===== src/rtl/uart_tx_tick.sv =====
// Tick-timed asynchronous serial transmitter.
// A one-entry holding register decouples the valid/ready handshake from the
// shift engine. Every change on tx happens on a clock edge that carries a
// baud_tick pulse, so consecutive frames follow each other with no idle gap.
module uart_tx_tick #(
  parameter int data_bits = 8,
  parameter int parity    = 0,
  parameter int stop_bits = 1
) (
  input  logic                 clk,
  input  logic                 rst,
  input  logic                 baud_tick,
  input  logic [data_bits-1:0] data,
  input  logic                 valid,
  output logic                 ready,
  output logic                 tx,
  output logic                 busy
);

  localparam int IDX_W = (data_bits > 1) ? $clog2(data_bits) : 1;
  localparam logic [IDX_W-1:0] LAST_IDX  = IDX_W'(data_bits - 1);
  localparam logic             LAST_STOP = 1'(stop_bits - 1);

  localparam logic [2:0] S_IDLE   = 3'd0;
  localparam logic [2:0] S_START  = 3'd1;
  localparam logic [2:0] S_DATA   = 3'd2;
  localparam logic [2:0] S_PARITY = 3'd3;
  localparam logic [2:0] S_STOP   = 3'd4;

  logic [2:0]           state;
  logic                 hold_full;
  logic [data_bits-1:0] hold_q;
  logic [data_bits-1:0] shift_q;
  logic                 par_q;
  logic [IDX_W-1:0]     idx;
  logic                 stop_cnt;
  logic                 take;
  logic                 load;

  // Parity bit for a whole character: odd mode makes the total ones odd,
  // even mode makes it even.
  function automatic logic calc_parity(input logic [data_bits-1:0] d);
    if (parity == 1) return ~(^d);
    return ^d;
  endfunction

  assign take  = valid && ready;
  // The shifter is reloaded either from IDLE or straight out of the last stop
  // bit; both only on a tick and only if the holding register was already full.
  assign load  = baud_tick && hold_full &&
                 ((state == S_IDLE) || ((state == S_STOP) && (stop_cnt == LAST_STOP)));
  assign ready = ~hold_full;

  // Holding-register occupancy: filled by a transfer, emptied by a load.
  always_ff @(posedge clk or posedge rst) begin
    if (rst)       hold_full <= 1'b0;
    else if (load) hold_full <= 1'b0;
    else if (take) hold_full <= 1'b1;
  end

  // Character storage and shifter; parity is latched from the unshifted byte.
  always_ff @(posedge clk) begin
    if (take) hold_q <= data;
    if (load) begin
      shift_q <= hold_q;
      par_q   <= calc_parity(hold_q);
    end else if (baud_tick && (state == S_DATA) && (idx < LAST_IDX)) begin
      shift_q <= shift_q >> 1;
    end
  end

  // Frame sequencer: advances one bit period per baud_tick.
  always_ff @(posedge clk or posedge rst) begin
    if (rst) begin
      state    <= S_IDLE;
      tx       <= 1'b1;
      busy     <= 1'b0;
      idx      <= '0;
      stop_cnt <= 1'b0;
    end else if (baud_tick) begin
      case (state)
        S_IDLE: begin
          if (hold_full) begin
            tx    <= 1'b0;
            busy  <= 1'b1;
            state <= S_START;
          end
        end
        S_START: begin
          tx    <= shift_q[0];
          idx   <= '0;
          state <= S_DATA;
        end
        S_DATA: begin
          if (idx < LAST_IDX) begin
            idx <= idx + IDX_W'(1);
            tx  <= shift_q[1];
          end else if (parity != 0) begin
            tx    <= par_q;
            state <= S_PARITY;
          end else begin
            tx       <= 1'b1;
            stop_cnt <= 1'b0;
            state    <= S_STOP;
          end
        end
        S_PARITY: begin
          tx       <= 1'b1;
          stop_cnt <= 1'b0;
          state    <= S_STOP;
        end
        S_STOP: begin
          if (stop_cnt != LAST_STOP) begin
            stop_cnt <= stop_cnt + 1'b1;
          end else if (hold_full) begin
            tx    <= 1'b0;
            state <= S_START;
          end else begin
            busy  <= 1'b0;
            state <= S_IDLE;
          end
        end
        default: begin
          tx    <= 1'b1;
          busy  <= 1'b0;
          state <= S_IDLE;
        end
      endcase
    end
  end

endmodule


===== config.mk =====
export PLATFORM = sky130hd
export DESIGN_NAME = uart_tx_tick
export DESIGN_NICKNAME = d
export VERILOG_FILES = /design/src/rtl/uart_tx_tick.sv
export SDC_FILE = /design/constraint.sdc
export NUM_CORES = 1
export LEC_CHECK = 0
export CORE_MARGIN = 1
export CORE_UTILIZATION = 31
export DETAILED_ROUTE_END_ITERATION = 8
export GPL_ROUTABILITY_DRIVEN = 0
export HOLD_SLACK_MARGIN = 0.06
export SETUP_SLACK_MARGIN = 0.1
export SLEW_MARGIN = 20
export SYNTH_ARGS = -nofsm -noshare
export SYNTH_HDL_FRONTEND = slang
export SYNTH_SLANG_ARGS = --single-unit

===== constraint.sdc =====
create_clock -name clk -period 1.65 [get_ports clk]
set_input_delay 0.2475 -clock clk [delete_from_list [all_inputs] [get_ports clk]]
set_output_delay 0.2475 -clock clk [all_outputs]
set_load 0.01 [all_outputs]

==> run summary, run 1 <==
Diodes inserted - 0
CP max-delay cell - clkdlybuf4s50_1
Die height - 62.47 um
Total chip power - 2.366 mW
Mapped Cells - 77
Max transition margin - 73.35%
ANT nets after route - 0
Final hold violation count - 0
Share of cells above drive strength 1 - 28.16%
Die area - 3903 um2
Dpl hpwl - 1313 um
Initial detailed-routing violation count - 45
Sequential element share of the synthesized area - 62.36%
Worst r2r src - state[0]
Vias per Instance - 4.805
Via count of the first global-routing pass - 648
Outcome - complete, no violations
Least-Margin Pin Slew - 398.9 ps
Clock transition at path regs - 150 ps
Final setup margin - 160.4 ps
CTS Buf Count - 3
Hold WC Path Type - input pin to async pin
Yosys reg bits - 25
Setup crit end kind - output port
P&R area growth vs syn - 26.16%
Crit path buf inv count - 1
First-pass GRT wire length - 3105 um
Initial antenna violation count - 0
Core footprint - 3416 um2
Skew final - 17.29 ps
R2R depth - 3
Slew Limit Fails - 0
Avg WL per Cell - 12.17 um
FP Rows - 21
Input/output buffers - 14
Syn Area/Cell - 14.72 um2
Leakage power - 0.5780 nW
Reg2reg setup slack - 190 ps
Total GRT Usage - 10.06%
Required @ worst endpoint - 1400 ps
Peak supply drop - 577.1 uV
Final setup viols - 0
Final Cycle Share - 90.28%
Router iterations before antenna repair - 4
Worst-path cell chain - clkdlybuf4s50_1
Synth cell types - 30
Total grt overflow - 0
Worst endpoint data arrival time - 1240 ps
FF-to-FF End - shift_q[3]
Skew-Pair Late Insertion Delay - 320 ps
Unrepaired setup endpoints after global routing - no
Fmax - 671.3 MHz
Max_cap viols - 0
Number of H-tree branching levels - 1
PD cells - 1654 nW/um2
Clock root cell - clkbuf_4
Post-placement worst setup slack - 35.47 ps
Synthesized cell area - 1134 um2
Max incr delay on CP - 540 ps
# hold bufs at CTS - 0
Fin area - 1430 um2
Critical Path Fanout Max - 2
Synth Net Count - 90
CTS Sinks - 25
Number of remaining DRC errors - 0
CTS tree - yes
Nets - 117
Largest net degree at the start of global routing - 15
Die X - 62.47 um
Crit-path leading delay family - buffers and inverters
Dpl cell area - 1384 um2
I/O pins - 15
Initial Utilization - 33.19%
Kind of critical path - flop to output port
Startpoint types - flop
Worst hold slack - 166.8 ps
DR vias - 716
WL final - 1814 um
CTS Buffer Depth - 2
Warning count from the yosys run - 0
Setup TNS - 0 ps
Final Critical Period - 1490 ps
==> cells in the mapped netlist (all sizes together) <==
| master | count | share of area (%) |
|---|---|---|
| and3 | 3 | 1.7 |
| o2bb2ai | 1 | 0.77 |
| dfrtp | 8 | 18 |
| and4bb | 1 | 1.1 |
| mux2 | 7 | 9.3 |
| o211ai | 2 | 1.3 |
| a31oi | 2 | 1.1 |
| and3b | 1 | 0.88 |
| nand3 | 2 | 0.88 |
| a31o | 1 | 0.77 |
| or3 | 2 | 1.1 |
| o21ai | 6 | 2.6 |
| inv | 5 | 1.7 |
| nand3b | 2 | 1.3 |
| a21oi | 2 | 0.88 |
| dfstp | 1 | 2.3 |
| nor3b | 2 | 2.3 |
| o2111ai | 1 | 0.77 |
| edfxtp | 16 | 42 |
| nand4bb | 2 | 2.0 |
| o21a | 1 | 0.66 |
| nor4b | 1 | 0.77 |
| ha | 1 | 1.1 |
| nand2 | 3 | 1.7 |
| nor2b | 1 | 0.55 |
| buf | 3 | 2.4 |
==> report_power, final <==
part / leakage [nW] / internal, mW / switching, mW
Clock: 0.0177 / 0.0906 / 0.181
Sequential: 0.254 / 0.960 / 0.129
Combinational: 0.307 / 0.579 / 0.427
==> cell type report <==
class                      count  area (um2)
clock buffer                   3       22.52
fill                         329        1986
sequential                    25       706.9
multi-input combinational     44       382.9
timing repair buffer          25       236.5
clock inverter                 1       5.005
inverter                       5       18.77
tap                           46       57.56
==> routing by layer <==
layer | GRT usage, % | wire length (um) | vias up
li1 | - | - | 348
met1 | 12.85 | 845 | 343
met2 | 16.44 | 849 | 23
met3 | 3.467 | 109 | 2
met4 | 2.035 | 10 | 0
met5 | 0 | 0 | -
==> through the flow <==
stage	instances	util (%)
floorplan	77	-
global placement	143	40.51
detailed placement	143	40.51
CTS	148	41.47
global route	149	41.87
finish	149	41.87
==> timing repair <==
action,in CTS,in global routing
gates resized for setup,2,2
setup buffers,1,1
endpoints found under the setup margin,2,4
==> registers in the layout, summed over array words and instances (netlist names) <==
signal	cells
busy	1
state	3
idx	3
hold_full	1
shift_q	8
hold_q	8
tx	1
==> worst max path at each step <==
stage                      end  depth (start not counted)      start  slack, ps
finish                    busy                          1       busy        160
global route              busy                          1       busy        100
CTS                       busy                          1       busy        130
detailed placement  shift_q[6]                          5  baud_tick         40
global placement    shift_q[4]                          5  baud_tick         50
floorplan           shift_q[0]                          4   state[0]        190
==> placed cells by master (no fill, tap or decap), drive strengths merged, types with 2 or more instances in the layout <==
cell type,instances
a21oi,2
a31oi,2
and3,3
buf,11
clkbuf,3
clkdlybuf4s50,12
dfrtp,8
dlygate4sd2,2
edfxtp,16
inv,5
mux2,7
nand2,3
nand3,2
nand3b,2
nand4bb,2
nor3b,2
o211ai,2
o21ai,6
or3,2
==> cell families after synthesis <==
| family | after synthesis | synth area share, % |
|---|---|---|
| and+or+nand+nor | 20 | 14.24 |
| DFF | 25 | 62.36 |
| muxes | 7 | 9.271 |
| AOI/OAI and AO/OA | 16 | 8.940 |
| adders and majority gates | 1 | 1.104 |
| buffers and inverters | 8 | 4.083 |
Note: power is estimated with default switching activity, not from simulation.
==> inputs of run 2 (changes only) <==
--- a/config.mk
+++ b/config.mk
@@ -11,6 +11,7 @@
 export GPL_ROUTABILITY_DRIVEN = 0
 export HOLD_SLACK_MARGIN = 0.06
 export SETUP_SLACK_MARGIN = 0.1
+export SKIP_CTS_REPAIR_TIMING = 1
 export SLEW_MARGIN = 20
 export SYNTH_ARGS = -nofsm -noshare
 export SYNTH_HDL_FRONTEND = slang
==> run summary, run 2 (same netlist as run 1, synthesis figures left out) <==
Outcome - complete, no violations (unchanged)
Final Critical Period - 1491 ps (was 1490 ps)
Crit path buf inv count - 1 (unchanged)
Unrepaired setup endpoints after global routing - no (unchanged)
CP endpoint - busy (unchanged)
Worst endpoint data arrival time - 1240 ps (about the same)
CTS Buffer Depth - 2 (unchanged)
DR vias - 716 (unchanged)
Crit-path leading delay family - buffers and inverters (unchanged)
Total grt overflow - 0 (unchanged)
Switching share of total power - 31.05% (was 31.12%)
Number of remaining DRC errors - 0 (unchanged)
Initial Utilization - 33.19% (unchanged)
Share of cells above drive strength 1 - 28.16% (unchanged)
CTS Buf Count - 3 (unchanged)
P&R area growth vs syn - 26.82% (was 26.16%)
Most frequent cells in the layout - 16 x edfxtp_1, 12 x clkdlybuf4s50_1, 9 x buf_4 (unchanged)
Final hold violation count - 0 (unchanged)
Setup crit end kind - output port (unchanged)
Max incr delay on CP - 540 ps (about the same)
Internal power - 1.639 mW (was 1.630 mW)
Reg2reg setup slack - 190 ps (about the same)
Leakage power - 0.5956 nW (was 0.5780 nW)
Top flop regs - hold_q (8), shift_q (8) (unchanged)
FF-to-FF End - shift_q[3] (unchanged)
Initial antenna violation count - 0 (unchanged)
Vias per Instance - 4.805 (unchanged)
Finished Core Util - 42.09% (was 41.87%)
Switching power - 738.1 uW (was 736.4 uW)
Filler cells - 327 (was 329)
Finished Layout Cells - 149 (unchanged)
Commonest non-fill, non-tap cell in the layout - edfxtp_1 (unchanged)
Peak supply drop - 577.1 uV (about the same)
Final Cycle Share - 90.35% (was 90.28%)
Dpl hpwl - 1313 um (unchanged)
I/O pins - 15 (unchanged)
Avg WL per Cell - 12.29 um (was 12.17 um)
Least-Margin Pin Slew - 398.9 ps (unchanged)
Initial detailed-routing violation count - 45 (unchanged)
Required @ worst endpoint - 1400 ps (about the same)
Router iterations before antenna repair - 4 (unchanged)
ANT nets after route - 0 (unchanged)
Die area - 3903 um2 (unchanged)
Nets - 117 (unchanged)
CTS Sinks - 25 (unchanged)
Largest net degree at the start of global routing - 15 (unchanged)
Die height - 62.47 um (unchanged)
Hold WC Path Type - input pin to async pin (unchanged)
PD cells - 1654 nW/um2 (about the same)
Kind of critical path - flop to output port (unchanged)
Max_cap viols - 0 (unchanged)
Total GRT Usage - 10.06% (unchanged)
Critical Path Fanout Max - 2 (unchanged)
FF+latch area - 706.9 um2 (unchanged)
Clk pwr share - 11.4% (was 11.5%)
R2R depth - 3 (unchanged)
CP Depth - 1 (unchanged)
Startpoint types - flop (unchanged)
Slew Limit Fails - 0 (unchanged)
Skew-Pair Late Insertion Delay - 320 ps (about the same)
CP max-delay cell - clkdlybuf4s50_1 (unchanged)
Die X - 62.47 um (unchanged)
Multi-input logic area - 382.9 um2 (unchanged)
Sequential share of power - 45.8% (was 46.0%)
Fmax - 670.8 MHz (was 671.3 MHz)
Final setup viols - 0 (unchanged)
First-pass GRT wire length - 3105 um (unchanged)
Clock transition at path regs - 150 ps (about the same)
Input/output buffers - 14 (unchanged)
Diodes inserted - 0 (unchanged)
Gate power share - 42.8% (was 42.5%)
Max transition margin - 73.35% (unchanged)
Clock root cell - clkbuf_4 (unchanged)
Number of instances in the placed design - 143 (unchanged)
FP Rows - 21 (unchanged)
Worst r2r src - state[0] (unchanged)
CTS tree - yes (unchanged)
Worst Setup SP - busy (unchanged)
Core footprint - 3416 um2 (unchanged)
Skew final - 17.29 ps (unchanged)
Number of H-tree branching levels - 1 (unchanged)
Via count of the first global-routing pass - 648 (unchanged)
WL final - 1831 um (was 1814 um)
Worst-path cell chain - clkdlybuf4s50_1 (unchanged)
[run 2: cell count changes in the layout (fill, tap and decap cells not counted), sizes merged]
cell          previous run  this run
dlygate4sd2              2         0
dlymetal6s2s             0         2
[run 2: metal layers]
layer / up-vias / part of all wire [%] / track usage, %
li1: 348 / - / -
met1: 343 / 46 / 12.85
met2: 23 / 47 / 16.44
met3: 2 / 6.1 / 3.467
met4: 0 / 0.55 / 2.035
met5: - / 0 / 0
[run 2: worst min path at each step]
stage	slack (ps)	cells past startpoint	start	end
5_1_grt	200	2	rst	state[1]
3_3_place_gp	510	1	idx[0]	idx[0]
6_report	170	2	rst	state[0]
4_1_cts	170	2	rst	state[0]
2_1_floorplan	70	1	rst	busy
3_5_place_dp	520	2	tx	tx
[run 2: per-stage QoR]
stage / hold slack, ps / setup slack [ps] / setup TNS, ps / power [mW] / instance area [um2]
finish: 166.8 / 159.3 / 0 / 2.378 / 1438
global route: 198.7 / 103.7 / 0 / 2.540 / 1438
CTS: 172.5 / -56.08 / -74.86 / 2.360 / 1411
detailed placement: 524.7 / 35.47 / 0 / 2.080 / 1384
global placement: 513.2 / 50.40 / 0 / 2.061 / 1384
floorplan: 74.70 / 188.5 / 0 / 1.730 / 1134
[run 2: cell type report]
cell class	count	share of cell area, %
tap	46	4.003
multi-input combinational	44	26.63
inverter	5	1.305
clock inverter	1	0.3481
clock buffer	3	1.567
timing repair buffer	25	16.97
sequential	25	49.17
[run 2: power groups by stage]
stage	Clock [mW]	Sequential, mW	Combinational (mW)
after floorplan	0	1.09	0.642
after global placement	0	1.10	0.961
after detailed placement	0	1.10	0.982
after CTS	0.287	1.09	0.982
after global routing	0.310	1.12	1.11
final	0.271	1.09	1.02
